--- config.mk ---
export PLATFORM = sky130hd
export DESIGN_NAME = dump_scheduler
export DESIGN_NICKNAME = d
export VERILOG_FILES = /design/src/rtl/dump_sched_pkg.sv /design/src/rtl/desc_fifo.sv /design/src/rtl/dump_scheduler.sv
export SDC_FILE = /design/constraint.sdc
export NUM_CORES = 1
export LEC_CHECK = 0
export CAP_MARGIN = 20
export CORE_UTILIZATION = 55
export CTS_BUF_LIST = sky130_fd_sc_hd__clkbuf_4 sky130_fd_sc_hd__clkbuf_8
export CTS_CLUSTER_DIAMETER = 120
export DETAILED_ROUTE_END_ITERATION = 12
export PLACE_DENSITY = 0.82
export SKIP_CTS_REPAIR_TIMING = 1
export SYNTH_ARGS = -nofsm -noshare
export SYNTH_HDL_FRONTEND = slang
export SYNTH_SLANG_ARGS = --single-unit
--- constraint.sdc ---
create_clock -name clk -period 6.1 [get_ports clk]
set_clock_uncertainty 0.2 [all_clocks]
set_input_delay 1.83 -clock clk [delete_from_list [all_inputs] [get_ports clk]]
set_output_delay 1.83 -clock clk [all_outputs]
set_load 0.01 [all_outputs]
--- src/rtl/dump_sched_pkg.sv ---
// Shared types for the dump scheduler: descriptor layout, FSM states and gap length.
package dump_sched_pkg;

  typedef struct packed {
    logic [63:0] ddr_addr;
    logic [31:0] m_len;
    logic [31:0] n_len;
    logic [31:0] sram_addr;
  } dump_desc_t;

  typedef enum logic [2:0] {
    ST_IDLE,
    ST_CHECK,
    ST_LAUNCH,
    ST_WAIT_DONE,
    ST_GAP
  } sched_state_t;

  // Idle cycles between a packer completion and the next launch sequence.
  localparam int GAP_CYCLES = 1;

endpackage

--- src/rtl/desc_fifo.sv ---
// Synchronous descriptor FIFO with flush; storage is an array with a registered read port,
// so the popped descriptor appears on rd_data the cycle after pop.
module desc_fifo
  import dump_sched_pkg::*;
#(
  parameter int DEPTH = 4
) (
  input  logic                       clk,
  input  logic                       rst,
  input  logic                       push,
  input  dump_desc_t                 wr_data,
  input  logic                       pop,
  output dump_desc_t                 rd_data,
  input  logic                       flush,
  output logic                       full,
  output logic                       empty,
  output logic [$clog2(DEPTH):0]     count
);

  localparam int PW = $clog2(DEPTH);
  localparam int CW = PW + 1;
  localparam logic [CW-1:0] FULL_CNT = CW'(DEPTH);

  dump_desc_t    mem [DEPTH];
  dump_desc_t    rd_data_reg;
  logic [PW-1:0] wr_ptr_reg;
  logic [PW-1:0] rd_ptr_reg;
  logic [CW-1:0] count_reg;
  logic          do_push;
  logic          do_pop;

  assign full    = (count_reg == FULL_CNT);
  assign empty   = (count_reg == '0);
  assign do_push = push && !full && !flush;
  assign do_pop  = pop && !empty && !flush;
  assign count   = count_reg;
  assign rd_data = rd_data_reg;

  always_ff @(posedge clk) begin
    if (do_push) begin
      mem[wr_ptr_reg] <= wr_data;
    end
  end

  // Pointers are exactly PW bits wide, so they wrap modulo DEPTH on their own.
  always_ff @(posedge clk or negedge rst) begin
    if (!rst) begin
      wr_ptr_reg  <= '0;
      rd_ptr_reg  <= '0;
      count_reg   <= '0;
      rd_data_reg <= '0;
    end else if (flush) begin
      wr_ptr_reg <= '0;
      rd_ptr_reg <= '0;
      count_reg  <= '0;
    end else begin
      if (do_push) begin
        wr_ptr_reg <= wr_ptr_reg + PW'(1);
      end
      if (do_pop) begin
        rd_ptr_reg  <= rd_ptr_reg + PW'(1);
        rd_data_reg <= mem[rd_ptr_reg];
      end
      case ({do_push, do_pop})
        2'b10:   count_reg <= count_reg + CW'(1);
        2'b01:   count_reg <= count_reg - CW'(1);
        default: count_reg <= count_reg;
      endcase
    end
  end

endmodule

--- src/rtl/dump_scheduler.sv ---
// Queues tile-dump descriptors and launches axi_master_packer one at a time.
// Optional watchdog on each dump is enabled by defining DUMP_WATCHDOG_EN.
module dump_scheduler
  import dump_sched_pkg::*;
#(
  parameter int DESC_DEPTH  = 4,
  parameter int ADDR_WIDTH  = 10,
  parameter int CNT_WIDTH   = 16,
  parameter int WDOG_CYCLES = 65536
) (
  input  logic                          clk,
  input  logic                          rst,
  input  logic                          desc_valid,
  output logic                          desc_ready,
  input  logic [63:0]                   desc_ddr_addr,
  input  logic [31:0]                   desc_m_len,
  input  logic [31:0]                   desc_n_len,
  input  logic [31:0]                   desc_sram_addr,
  input  logic                          abort,
  output logic                          start_dump,
  output logic [63:0]                   reg_ddr_addr,
  output logic [31:0]                   reg_m_len,
  output logic [31:0]                   reg_n_len,
  output logic [31:0]                   reg_addr_d,
  input  logic                          dump_done_irq,
  output logic                          busy,
  output logic [$clog2(DESC_DEPTH):0]   queue_count,
  output logic [CNT_WIDTH-1:0]          done_count,
  output logic [CNT_WIDTH-1:0]          skip_count,
  output logic                          desc_done,
  output logic                          queue_idle_irq,
  output logic                          wdog_err
);

  localparam int GW = (GAP_CYCLES > 1) ? $clog2(GAP_CYCLES) : 1;
  localparam logic [GW-1:0] GAP_LAST = GW'(GAP_CYCLES - 1);

  sched_state_t state_reg, state_next;

  dump_desc_t wr_desc;
  dump_desc_t active;
  logic       fifo_pop;
  logic       fifo_flush;
  logic       fifo_full;
  logic       fifo_empty;

  logic       load_cfg;
  logic       skip_evt;
  logic       done_evt;
  logic       wdog_trip;
  logic       wdog_expired;

  logic                 alive_reg;
  logic [63:0]          reg_ddr_addr_reg;
  logic [31:0]          reg_m_len_reg;
  logic [31:0]          reg_n_len_reg;
  logic [31:0]          reg_addr_d_reg;
  logic [CNT_WIDTH-1:0] done_count_reg;
  logic [CNT_WIDTH-1:0] skip_count_reg;
  logic                 desc_done_reg;
  logic                 queue_idle_reg;
  logic [GW-1:0]        gap_cnt_reg;

  assign wr_desc = '{ddr_addr: desc_ddr_addr, m_len: desc_m_len,
                     n_len: desc_n_len, sram_addr: desc_sram_addr};

  // Abort and a watchdog trip both drop everything still queued, including a same-cycle push.
  assign fifo_flush = abort || wdog_trip;

  desc_fifo #(
    .DEPTH (DESC_DEPTH)
  ) u_fifo (
    .clk     (clk),
    .rst     (rst),
    .push    (desc_valid),
    .wr_data (wr_desc),
    .pop     (fifo_pop),
    .rd_data (active),
    .flush   (fifo_flush),
    .full    (fifo_full),
    .empty   (fifo_empty),
    .count   (queue_count)
  );

  always_ff @(posedge clk or negedge rst) begin
    if (!rst) begin
      state_reg <= ST_IDLE;
    end else begin
      state_reg <= state_next;
    end
  end

  always_comb begin
    state_next = state_reg;
    fifo_pop   = 1'b0;
    load_cfg   = 1'b0;
    skip_evt   = 1'b0;
    done_evt   = 1'b0;
    wdog_trip  = 1'b0;
    case (state_reg)
      ST_IDLE: begin
        if (!fifo_empty && !abort) begin
          fifo_pop   = 1'b1;
          state_next = ST_CHECK;
        end
      end
      ST_CHECK: begin
        // A zero-row dump would still make the packer write one row, so drop it here.
        if (active.m_len == '0) begin
          skip_evt   = 1'b1;
          state_next = ST_IDLE;
        end else begin
          load_cfg   = 1'b1;
          state_next = ST_LAUNCH;
        end
      end
      ST_LAUNCH: begin
        state_next = ST_WAIT_DONE;
      end
      ST_WAIT_DONE: begin
        if (dump_done_irq) begin
          done_evt   = 1'b1;
          state_next = ST_GAP;
        end else if (wdog_expired) begin
          wdog_trip  = 1'b1;
          state_next = ST_IDLE;
        end
      end
      ST_GAP: begin
        if (gap_cnt_reg == GAP_LAST) begin
          state_next = ST_IDLE;
        end
      end
      default: begin
        state_next = ST_IDLE;
      end
    endcase
  end

  always_ff @(posedge clk or negedge rst) begin
    if (!rst) begin
      alive_reg        <= 1'b0;
      reg_ddr_addr_reg <= '0;
      reg_m_len_reg    <= '0;
      reg_n_len_reg    <= '0;
      reg_addr_d_reg   <= '0;
      done_count_reg   <= '0;
      skip_count_reg   <= '0;
      desc_done_reg    <= 1'b0;
      queue_idle_reg   <= 1'b0;
      gap_cnt_reg      <= '0;
    end else begin
      alive_reg      <= 1'b1;
      desc_done_reg  <= done_evt;
      queue_idle_reg <= done_evt && (fifo_empty || abort);
      // Config stays put through WAIT_DONE and afterwards: the packer re-reads it per row.
      if (load_cfg) begin
        reg_ddr_addr_reg <= active.ddr_addr;
        reg_m_len_reg    <= active.m_len;
        reg_n_len_reg    <= active.n_len;
        reg_addr_d_reg   <= active.sram_addr;
      end
      if (done_evt) begin
        done_count_reg <= done_count_reg + CNT_WIDTH'(1);
      end
      if (skip_evt) begin
        skip_count_reg <= skip_count_reg + CNT_WIDTH'(1);
      end
      if (state_reg == ST_GAP) begin
        gap_cnt_reg <= gap_cnt_reg + GW'(1);
      end else begin
        gap_cnt_reg <= '0;
      end
    end
  end

`ifdef DUMP_WATCHDOG_EN
  localparam int WW = $clog2(WDOG_CYCLES + 1);
  localparam logic [WW-1:0] WDOG_LAST = WW'(WDOG_CYCLES - 1);

  logic [WW-1:0] wdog_cnt_reg;
  logic          wdog_err_reg;

  always_ff @(posedge clk or negedge rst) begin
    if (!rst) begin
      wdog_cnt_reg <= '0;
      wdog_err_reg <= 1'b0;
    end else begin
      if (state_reg == ST_LAUNCH) begin
        wdog_cnt_reg <= '0;
      end else if (state_reg == ST_WAIT_DONE) begin
        wdog_cnt_reg <= wdog_cnt_reg + WW'(1);
      end
      if (wdog_trip) begin
        wdog_err_reg <= 1'b1;
      end
    end
  end

  assign wdog_expired = (wdog_cnt_reg == WDOG_LAST);
  assign wdog_err     = wdog_err_reg;

  logic unused_params;
  assign unused_params = (ADDR_WIDTH > 0);
`else
  assign wdog_expired = 1'b0;
  assign wdog_err     = 1'b0;

  logic unused_params;
  assign unused_params = (ADDR_WIDTH > 0) && (WDOG_CYCLES > 0);
`endif

  assign desc_ready     = alive_reg && !fifo_full;
  assign start_dump     = (state_reg == ST_LAUNCH);
  assign busy           = (state_reg != ST_IDLE) || !fifo_empty;
  assign reg_ddr_addr   = reg_ddr_addr_reg;
  assign reg_m_len      = reg_m_len_reg;
  assign reg_n_len      = reg_n_len_reg;
  assign reg_addr_d     = reg_addr_d_reg;
  assign done_count     = done_count_reg;
  assign skip_count     = skip_count_reg;
  assign desc_done      = desc_done_reg;
  assign queue_idle_irq = queue_idle_reg;

endmodule

# After elaboration in Yosys (flattened, before gate mapping)
# Memory sizes are Yosys's and may differ from the RTL's. A register that Yosys moved wholly into a read port is not among the register bits.
# Index checks and enable logic that the tools add are counted.
# classes
bitwise_logic,1
eq_ne,10
mux,22
n_reduce_logical,22
add_sub_neg,7
# ops
operator,count
"16-bit by 1-bit adder with 16-bit output, second input constant",2
32-bit logical NOT,1
3-bit one-hot mux with 5 select lines,1
3-bit 2-to-1 mux,4
1-bit 2-to-1 mux,11
2-bit 2-to-1 mux,5
1-bit logical AND,7
"3-bit by 2-bit == test with 1-bit output, second input constant",2
"3-bit == test, second input constant",2
3-bit logical NOT,2
"2-bit inequality test, second input constant",3
3-bit one-hot mux with 2 select lines,1
3-bit nonzero test,2
"2-bit by 1-bit adder with 2-bit output, second input constant",2
1-bit logical NOT,4
2-bit nonzero test,2
"3-bit by 1-bit adder with 3-bit output, second input constant",1
"3-bit by 1-bit == test with 1-bit output, second input constant",1
3-bit AND reduction,1
"3-bit by 1-bit subtractor with 3-bit output, second input constant",1
"2-bit by 1-bit == test with 1-bit output, second input constant",1
"2-bit == test, second input constant",1
1-bit logical OR,2
2-bit AND reduction,1
2 further kinds,2
# totals
register_bits,206
output_inout_bits,201
ram_bits,640
elab_cells,77
inputBits,165
mem_count,1
# memory_table
name,depth,word_bits,rd,rd_ports_with_merged_regs,write_ports,line_no,source
u_fifo.mem,4,160,1,1,1,desc_fifo.sv:24,dump_desc_t mem [DEPTH];

# Depth between registers and ports, before layout
# Gate-level depths: netlist (run 1).
# depth
depth_word,10
ltp_mapped,11
ltp_nobuf,8

# By module
# From an unflattened synthesis (run 1), not the netlist that was laid out.
# unflattened
hier_cells,1737
hier_area_um2,37790.0
# modules_own_cells
module,cells_each,area_each_um2,seq_area_each_um2,instances
desc_fifo,1242,29550.8,23397.4,1
dump_scheduler,495,8239.2,4979.8,1

# Worst setup path after synthesis (run 1)
# No wires, ideal clock.
# synth_path
path_type,input to register
startpoint,input port desc_valid
endpoint,"memory u_fifo.mem[0][0] (netlist bit), enable pin"
path_buffers,1
setup_time_ns,0.540
setup_slack_ns,-0.772
arrival_time_ns,6.133
t_required_ns,5.360
cell_stages,4
path_cell_list,clkbuf_1 > a21bo_2 > nor2_1 > and2_1
# synth_between
elab_chain_cells,4
# synth_lines
item,line_no,source
from (decl),dump_scheduler.sv:13,"input logic desc_valid,"
1-bit logical AND (2 in a row),desc_fifo.sv:34,assign do_push = push && !full && !flush;
1-bit 2-to-1 mux,desc_fifo.sv:40,if (do_push) begin
1-bit 2-to-1 mux (implied by the code),desc_fifo.sv:41,mem[wr_ptr_reg] <= wr_data;
to (decl),desc_fifo.sv:24,
# Every way passes these cells.

# Worst setup path after layout (run 1)
# layout_path
startpoint,register state_reg[2]
endpoint,output port busy
# layout_between
elab_chain_cells,2
# layout_lines
item,line_no,source
from (decl),dump_scheduler.sv:38,"sched_state_t state_reg, state_next;"
from (signal assigned),dump_scheduler.sv:89,state_reg <= state_next;
3-bit nonzero test,dump_scheduler.sv:215,assign busy = (state_reg != ST_IDLE) || !fifo_empty;
1-bit logical OR,dump_scheduler.sv:215,
to (decl),dump_scheduler.sv:26,"output logic busy,"
# Every way passes these cells.

==> results_dict.tcl, run 1 <==
set metrics [dict create \
    worst_r2r_path_depth 5 \
    post_synth_num_cell_types 44 \
    cts_buffers 157 \
    final_cell_count_no_fill 3218 \
    chipWidth_um 262.0 \
    tightest_slew_ns 1.053 \
    clock_power_share_pct 28.0 \
    placedInstanceArea_mm2 0.04193 \
    power_mw 20.18 \
    num_io_pins 366 \
    power.combinational.fraction_pct 24.7 \
    pin_count_of_the_biggest_net_entering_global_routing 162 \
    clock_path_buffers 3 \
    cell_by_cell_trace_of_the_critical_path "nor3_1 -> nand2_1 -> clkdlybuf4s50_1" \
    minimum_period_implied_by_the_final_worst_setup_slack_ns 4.431 \
    cap_violations 0 \
    number_of_buffer_and_inverter_instances_along_the_worst_setup_path 1 \
    p_int_mw 14.72 \
    vias 18170 \
    r2r_setup_slack_ns 2.27 \
    largest_register_ffs 640 \
    clk_pin_slew_ns 0.06 \
    setup_viol 0 \
    worst_hold_path_type "flip-flop to flip-flop" \
    critical-path-top-delay-family "simple AND/OR/NAND/NOR gates" \
    initial_core_utilization_pct 56.04 \
    yosysWarningCount 0 \
    criticalPathCategory "flip-flop to primary output" \
    timing.hold.worst_path_depth 1 \
    grt_antenna_before_repair 20 \
    worst-endpoint-arrival_ns 2.40 \
    final_max_slew_viol_count 0 \
    worst_ep_required_time_ns 4.07 \
    core_region_mm2 0.06633 \
    root_buffer "sky130_fd_sc_hd__clkbuf_8" \
    die-height_um 262.0 \
    clock_latency_ns 0.78 \
    drt-vias-per-instance 5.645 \
    switching_share_pct 27.05 \
    final_cell_area_mm2 0.04519 \
    element_type_at_the_critical_path_start "flip-flop" \
    post_route_cells_drive_above_1_share_pct 29.23 \
    ff_latch_area_mm2 0.02838 \
    postSynth.topFlopCell "sky130_fd_sc_hd__edfxtp_1" \
    power_leakage_nw 16.28 \
    status "finished clean" \
    clock_tree_from_tritoncts "done" \
    floorplan.rows 94 \
    layout_common_cells "sky130_fd_sc_hd__edfxtp_1, sky130_fd_sc_hd__dfrtp_1, sky130_fd_sc_hd__clkdlybuf4s50_1" \
    leading_cell_type_in_the_layout_fill_and_taps_excluded "sky130_fd_sc_hd__edfxtp_1" \
    fin_setup_tns_ns 0 \
    max_stage_delay_ns 0.51 \
    drc 0 \
    drt.antenna.violating_nets 0 \
    cts_max_level 4 \
    post_synth_instance_area_mm2 0.03717 \
    post_synth.cell_area_avg_um2 21.33 \
    syn_inst 1743 \
    multi_input_comb_area_mm2 0.008391 \
    groute.usage.overall_pct 22.46 \
    buffer_ports.inserted 364 \
    grt_pass1_vias 19530 \
    dr.pass1.iters 5 \
    critical_path_depth 3 \
    fmax_mhz 225.7 \
    power.net_switching_mw 5.457 \
    vdd.ir_drop.worst_mv 0.3352 \
    cts_sinks 1006 \
    nets 2384 \
    critPathMaxFanout 9 \
    grt_setup_unrepaired "no" \
    area.growth.synth_to_final_pct 21.56 \
    grt_first_pass_wirelength_um 114500 \
    postSynthRegisterBits 1006 \
    routed_wl_um 74970 \
    max_slew_margin_pct 29.79 \
    dp_cells 2917 \
    asyncSetResetFlopFracSynth_pct 36.38 \
    cellPowerDensity_mw_per_mm2 446.5 \
    final_core_utilization_pct 68.12 \
    drtIter0Drc 1356 \
    finalCritPeriodShare_pct 72.64 \
    final-hold-violation-count 0 \
    global_route.overflow_total 0 \
    fp.dieArea_mm2 0.06863 \
    number_of_synthesized_flops_with_an_enable_pin 640 \
    wl_per_cell_um 23.30 \
    place.gp.congestion 0.8344 \
    synth_sequential_area_ratio_pct 76.34 \
    layout.filler_cells 4045 \
    critPathCaptureType "primary output" \
    critical-path-slowest-cell "sky130_fd_sc_hd__clkdlybuf4s50_1" \
    power_frac_seq_pct 47.3 \
    mappedNetlistNets 1915 \
    hpwl_um 45430 \
]
[per-layer routing]
| metal | wire (um) | GRT usage, % | vias to the layer above |
|---|---|---|---|
| met5 | 148 | 0 | - |
| met4 | 2021 | 9.377 | 24 |
| met3 | 4988 | 6.192 | 151 |
| met2 | 38290 | 36.69 | 564 |
| met1 | 29520 | 28.60 | 9556 |
| li1 | - | - | 7872 |
[synth_stat cells (2+ instances only)]
| master | n | area share, % |
|---|---|---|
| sky130_fd_sc_hd__edfxtp_1 | 640 | 52 |
| sky130_fd_sc_hd__dfrtp_1 | 366 | 25 |
| sky130_fd_sc_hd__mux2_2 | 214 | 6.5 |
| sky130_fd_sc_hd__mux4_2 | 160 | 9.7 |
| sky130_fd_sc_hd__mux2_1 | 108 | 3.3 |
| sky130_fd_sc_hd__clkbuf_1 | 27 | 0.27 |
| sky130_fd_sc_hd__buf_2 | 24 | 0.32 |
| sky130_fd_sc_hd__nand2_1 | 23 | 0.23 |
| sky130_fd_sc_hd__buf_4 | 21 | 0.42 |
| sky130_fd_sc_hd__xor2_1 | 21 | 0.49 |
| sky130_fd_sc_hd__nor4_1 | 18 | 0.30 |
| sky130_fd_sc_hd__nor2_1 | 13 | 0.13 |
| sky130_fd_sc_hd__xnor2_1 | 12 | 0.28 |
| sky130_fd_sc_hd__and3_1 | 9 | 0.15 |
| sky130_fd_sc_hd__nand4_1 | 9 | 0.15 |
| sky130_fd_sc_hd__buf_1 | 8 | 0.081 |
| sky130_fd_sc_hd__nand3_1 | 8 | 0.11 |
| sky130_fd_sc_hd__nor3_1 | 8 | 0.11 |
| sky130_fd_sc_hd__and2_1 | 6 | 0.10 |
| sky130_fd_sc_hd__ha_1 | 6 | 0.20 |
| sky130_fd_sc_hd__a21oi_1 | 5 | 0.067 |
| sky130_fd_sc_hd__o21ai_0 | 5 | 0.067 |
| sky130_fd_sc_hd__inv_1 | 4 | 0.040 |
| sky130_fd_sc_hd__nor3b_1 | 3 | 0.061 |
| sky130_fd_sc_hd__a21boi_0 | 2 | 0.040 |
| sky130_fd_sc_hd__and4_1 | 2 | 0.047 |
| sky130_fd_sc_hd__conb_1 | 2 | 0.020 |
| sky130_fd_sc_hd__o211ai_1 | 2 | 0.040 |
| sky130_fd_sc_hd__or3_1 | 2 | 0.034 |
[power groups by stage]
stage               Combinational, mW  Sequential [mW]  Clock (mW)
global placement                 4.86             9.60           0
floorplan                        2.88             9.53           0
detailed placement               5.03             9.68           0
global route                     5.34             9.71        6.07
finish                           4.98             9.55        5.65
CTS                              5.06             9.57        5.78
[kinds of logic (layout without fill, tap and decap cells)]
family                     after synthesis  in the layout  synth area share, %
muxes                                  482            482                19.45
adders and majority gates                7              7               0.2558
DFF                                   1006           1006                76.34
and+or+nand+nor                        107            107                1.592
AOI/OAI and AO/OA                       21             21               0.3702
other                                    2              9              0.02020
xor gates and xnor gates                34             34               0.8381
buffers and inverters                   84            688                1.141
[worst reg2reg max path, cell delays in order (launching register included)]
cell and delay, ns:
sky130_fd_sc_hd__dfrtp_1 0.40, sky130_fd_sc_hd__nor4_1 0.49, sky130_fd_sc_hd__nand4_1 0.79, sky130_fd_sc_hd__o21ai_4 0.88, sky130_fd_sc_hd__buf_4 0.54, sky130_fd_sc_hd__mux2_2 0.42
[final cells by class]
cell class                 instances  share of cell area [%]
sequential                      1006                   62.81
multi-input combinational        653                   18.57
timing repair buffer             390                   8.976
clock buffer                     244                   6.573
antenna                            7                 0.03876
inverter                           4                 0.03323
clock inverter                    50                  0.6064
tap                              864                   2.392
[per-stage QoR]
stage,setup slack (ns),hold slack (ns)
2_1_floorplan,1.028,0.2010
3_3_place_gp,1.506,0.2108
3_5_place_dp,1.465,0.2377
4_1_cts,1.546,0.2452
5_1_grt,1.472,0.2638
6_report,1.669,0.2449
[worst paths after layout]
check,to,startpoint
max in group asynchronous,u_fifo.rd_data[155],rst
max,busy,state_reg[2]
min in group asynchronous,skip_count[6],rst
min reg2reg,gap_cnt_reg,gap_cnt_reg
max reg2reg,reg_n_len[20],u_fifo.rd_data[66]
min,gap_cnt_reg,gap_cnt_reg
No activity file was read; power rests on OpenSTA's default activity.
==> run 2, diff against run 1 <==
==> constraint.sdc (replaced) <==
create_clock -name clk -period 4.4 [get_ports clk]
set_clock_uncertainty 0.2 [all_clocks]
set_input_delay 1.32 -clock clk [delete_from_list [all_inputs] [get_ports clk]]
set_output_delay 1.32 -clock clk [all_outputs]
set_load 0.01 [all_outputs]
==> run 2 against run 1 <==
Clock power up 35%. Sequential share of layout area down 0.13 points. Non-clock buffer count up 19. Cell area up 0.21%. Die area unchanged. Via count up 0.19%. Flip-flop and latch count unchanged. Largest power group unchanged. Highest routed layer unchanged.
==> results_dict.tcl, run 2 (same netlist as run 1, synthesis figures left out) <==
set metrics [dict create \
    status "finished clean" \
    final-hold-violation-count 0 \
    cellPowerDensity_mw_per_mm2 614.3 \
    gr-usage-met2_pct 38.03 \
    gr-max-usage-layer "met2" \
    grt_first_pass_wirelength_um 116900 \
    groute.usage.overall_pct 23.10 \
    groute.layer.met3.usage_pct 6.665 \
    cts_sinks 1006 \
    clock_tree_from_tritoncts "done" \
    leading_cell_type_in_the_layout_fill_and_taps_excluded "sky130_fd_sc_hd__edfxtp_1" \
    setup_viol 0 \
    place.gp.congestion 0.8318 \
    cell_by_cell_trace_of_the_critical_path "nor3_1 -> nand2_1 -> clkdlybuf4s50_1" \
    die-height_um 262.0 \
    clock_latency_ns 0.80 \
    floorplan.rows 94 \
    fin_setup_tns_ns 0 \
    layout.filler_cells 4031 \
    cap_violations 0 \
    dr.pass1.iters 4 \
    grt_antenna_before_repair 21 \
    max_slew_margin_pct 40.20 \
    num_io_pins 366 \
    grt_pass1_vias 19550 \
    vdd.ir_drop.worst_mv 0.4326 \
    number_of_buffer_and_inverter_instances_along_the_worst_setup_path 1 \
    nets 2398 \
    hpwl_um 48710 \
    area.growth.synth_to_final_pct 21.82 \
    root_buffer "sky130_fd_sc_hd__clkbuf_8" \
    clk_pin_slew_ns 0.05 \
    criticalPathCategory "flip-flop to primary output" \
    place_worst_setup_slack_ns 0.4134 \
    groute.layer.met1.usage_pct 28.98 \
    core_region_mm2 0.06633 \
    tightest_slew_ns 0.8970 \
    worst_ep_required_time_ns 2.88 \
    finalCritPeriodShare_pct 89.55 \
    max_stage_delay_ns 0.53 \
    fp.dieArea_mm2 0.06863 \
    clock_path_buffers 3 \
    critPathCaptureType "primary output" \
    drt.antenna.violating_nets 0 \
    power_leakage_nw 16.31 \
    wl_per_cell_um 23.92 \
    global_route.overflow_total 0 \
    worst-endpoint-arrival_ns 2.42 \
    final_core_utilization_pct 68.27 \
    initial_core_utilization_pct 56.04 \
    grt_setup_unrepaired "no" \
    critical-path-top-delay-family "simple AND/OR/NAND/NOR gates" \
    power_mw 27.82 \
    chipWidth_um 262.0 \
    post_route_cells_drive_above_1_share_pct 29.07 \
    fmax_mhz 253.8 \
    vias 18200 \
    pin_count_of_the_biggest_net_entering_global_routing 120 \
    minimum_period_implied_by_the_final_worst_setup_slack_ns 3.940 \
    drtIter0Drc 1229 \
    cts_buffers 152 \
    critPathMaxFanout 9 \
    drt-vias-per-instance 5.635 \
    buffer_ports.inserted 364 \
    placedInstanceArea_mm2 0.04215 \
    worst_hold_path_type "flip-flop to flip-flop" \
    critical-path-slowest-cell "sky130_fd_sc_hd__clkdlybuf4s50_1" \
    cts_max_level 4 \
    setup_slack_ns 0.4599 \
    routed_wl_um 77260 \
    element_type_at_the_critical_path_start "flip-flop" \
    layout_common_cells "sky130_fd_sc_hd__edfxtp_1, sky130_fd_sc_hd__dfrtp_1, sky130_fd_sc_hd__clkdlybuf4s50_1" \
    final_max_slew_viol_count 0 \
    final_cell_area_mm2 0.04529 \
    largest_register_ffs 640 \
    drc 0 \
]
## run 2: worst paths after layout
path | to | from | depth (start not counted) | slack, ns
min in group asynchronous | desc_done | rst | 1 | 0.32
max reg2reg | reg_ddr_addr[29] | u_fifo.rd_data[66] | 6 | 1.50
max | busy | state_reg[2] | 3 | 0.46
min reg2reg | gap_cnt_reg | gap_cnt_reg | 1 | 0.25
max in group asynchronous | reg_ddr_addr[12] | rst | 2 | 2.76
min | gap_cnt_reg | gap_cnt_reg | 1 | 0.25
## run 2: final cells by class
type	count	area [um2]	area share, %
Sequential cell	1006	28380	62.68
Multi-Input combinational cell	653	8391	18.53
Timing Repair Buffer	409	4299	9.493
Clock buffer	229	2783	6.145
Tap cell	864	1081	2.387
Clock inverter	52	300.3	0.6631
Antenna cell	13	32.53	0.07184
Inverter	4	15.01	0.03315
## run 2: layer usage
metal / up-vias / share of wire [%]
met5: - / 0.14
met4: 16 / 2.7
met3: 145 / 6.3
met2: 514 / 52
met1: 9620 / 39
li1: 7906 / -
## run 2: stage by stage
step | std cells | hold slack [ns]
after floorplan | 1743 | 0.2010
after global placement | 2935 | 0.2107
after detailed placement | 2935 | 0.2445
after CTS | 3216 | 0.2517
after global routing | 3229 | 0.2683
final | 3230 | 0.2513
## run 2: where the power goes
part / leakage, nW / total (mW) / switching [mW] / internal (mW)
clock: 1.63 / 7.61 / 3.45 / 4.16
combinational: 4.39 / 6.95 / 2.82 / 4.13
sequential: 10.3 / 13.3 / 1.28 / 12.0
total: 16.3 / 27.8 / 7.55 / 20.3
==> run 3, diff against run 2 <==
==> constraint.sdc (replaced) <==
create_clock -name clk -period 4.4 [get_ports clk]
set_clock_uncertainty 0.2 [all_clocks]
set_input_delay 1.32 -clock clk [delete_from_list [all_inputs] [get_ports clk]]
set_output_delay 1.32 -clock clk [all_outputs]
set_load 0.1 [all_outputs]
==> run 3 against run 2 <==
Register-to-register slack got worse by 0.05 ns. Via count fell by 0.47%. Flip-flop and latch count did not move. Cell count rose by 0.53%. First-iteration DRC count fell by 4.0%. Combinational power rose by 78%. Critical path type unchanged. Sequential share of layout area fell by 0.35 points. Fmax barely moved. Utilization rose by 0.39 points. Largest power group unchanged. Wire length fell by 1.7%. Critical endpoint is now done_count[6].
==> results_dict.tcl, run 3 (same netlist as run 1, synthesis figures left out) <==
set metrics [dict create \
    status "finished clean" \
    chipWidth_um 262.0 \
    num_io_pins 366 \
    grt_setup_unrepaired "no" \
    drt.antenna.violating_nets 0 \
    vias 18120 \
    fin_setup_tns_ns 0 \
    groute.layer.met1.usage_pct 29.01 \
    cts_buffers 157 \
    element_type_at_the_critical_path_start "flip-flop" \
    fp.dieArea_mm2 0.06863 \
    grt_first_pass_wirelength_um 114500 \
    floorplan.rows 94 \
    place.gp.congestion 0.7977 \
    max_stage_delay_ns 1.18 \
    power_mw 33.65 \
    global_route.overflow_total 0 \
    cellPowerDensity_mw_per_mm2 738.9 \
    worst_hold_path_type "flip-flop to flip-flop" \
    die-height_um 262.0 \
    drt-vias-per-instance 5.579 \
    leading_cell_type_in_the_layout_fill_and_taps_excluded "sky130_fd_sc_hd__edfxtp_1" \
    routed_wl_um 75980 \
    cts_sinks 1006 \
    minimum_period_implied_by_the_final_worst_setup_slack_ns 3.937 \
    pin_count_of_the_biggest_net_entering_global_routing 113 \
    buffer_ports.inserted 364 \
    gr-max-usage-layer "met2" \
    critical-path-slowest-cell "sky130_fd_sc_hd__clkdlybuf4s50_1" \
    clk_pin_slew_ns 0.06 \
    finalCritPeriodShare_pct 89.47 \
    core_region_mm2 0.06633 \
    cell_by_cell_trace_of_the_critical_path "clkdlybuf4s50_1" \
    wl_per_cell_um 23.40 \
    vdd.ir_drop.worst_mv 0.6188 \
    critPathCaptureType "primary output" \
    number_of_buffer_and_inverter_instances_along_the_worst_setup_path 1 \
    area.growth.synth_to_final_pct 22.51 \
    groute.layer.met3.usage_pct 5.864 \
    tightest_slew_ns 1.029 \
    root_buffer "sky130_fd_sc_hd__clkbuf_8" \
    clock_latency_ns 0.79 \
    critical-path-top-delay-family "buffers and inverters" \
    clock_path_buffers 3 \
    largest_register_ffs 640 \
    cap_violations 0 \
    initial_core_utilization_pct 56.04 \
    final-hold-violation-count 0 \
    dr.pass1.iters 5 \
    drc 0 \
    setup_viol 0 \
    nets 2413 \
    gr-usage-met2_pct 37.71 \
    drtIter0Drc 1180 \
    fmax_mhz 254.0 \
    worst_ep_required_time_ns 2.88 \
    post_route_cells_drive_above_1_share_pct 30.79 \
    grt_pass1_vias 19420 \
    clock_tree_from_tritoncts "done" \
    grt_antenna_before_repair 18 \
    groute.usage.overall_pct 22.67 \
    layout_common_cells "sky130_fd_sc_hd__edfxtp_1, sky130_fd_sc_hd__dfrtp_1, sky130_fd_sc_hd__clkdlybuf4s50_1" \
    hpwl_um 48820 \
    criticalPathCategory "flip-flop to primary output" \
    final_max_slew_viol_count 0 \
    critPathMaxFanout 6 \
    worst-endpoint-arrival_ns 2.42 \
    power_leakage_nw 16.53 \
    max_slew_margin_pct 31.21 \
    cts_max_level 4 \
]
run 3: final cells by class:
class / instances / area (um2)
flip-flops and latches: 1006 / 28380
fillers: 4027 / 20790
multi-input cells: 653 / 8391
repair buffers: 419 / 4349
clock buffers: 242 / 2899
well taps: 864 / 1081
clock inverters: 50 / 401.6
diodes: 9 / 22.52
inverters: 4 / 15.01
run 3: routing by layer:
layer / wire (um) / up-vias
met5: 120 / -
met4: 1575 / 18
met3: 4447 / 138
met2: 39550 / 568
met1: 30290 / 9451
li1: - / 7940
run 3: path summary, 6_finish.rpt:
path	from	end	slack, ns	cells past startpoint
min	gap_cnt_reg	gap_cnt_reg	0.26	1
min reg2reg	gap_cnt_reg	gap_cnt_reg	0.26	1
min in group asynchronous	rst	u_fifo.rd_ptr_reg[1]	0.27	1
max in group asynchronous	rst	reg_ddr_addr[46]	2.71	2
max reg2reg	u_fifo.rd_data[69]	reg_n_len[7]	1.45	6
max	done_count[6]	done_count[6]	0.46	1
run 3: power breakdown:
group	switching [mW]	total, mW	leakage [nW]	internal (mW)
Sequential	1.25	13.2	10.3	12.0
Combinational	8.26	12.4	4.47	4.14
Clock	3.51	8.03	1.77	4.52
run 3: through the flow:
step	instances	util [%]	cell area, um2	hold WS (ns)	setup WS (ns)
after floorplan	1743	-	37180	0.2010	-0.1620
after global placement	2946	63.65	42220	0.2101	0.5852
after detailed placement	2946	63.65	42220	0.2546	0.5386
after CTS	3238	68.62	45520	0.1979	0.3746
after global routing	3247	68.66	45540	0.2444	0.3612
final	3247	68.66	45540	0.2600	0.4632
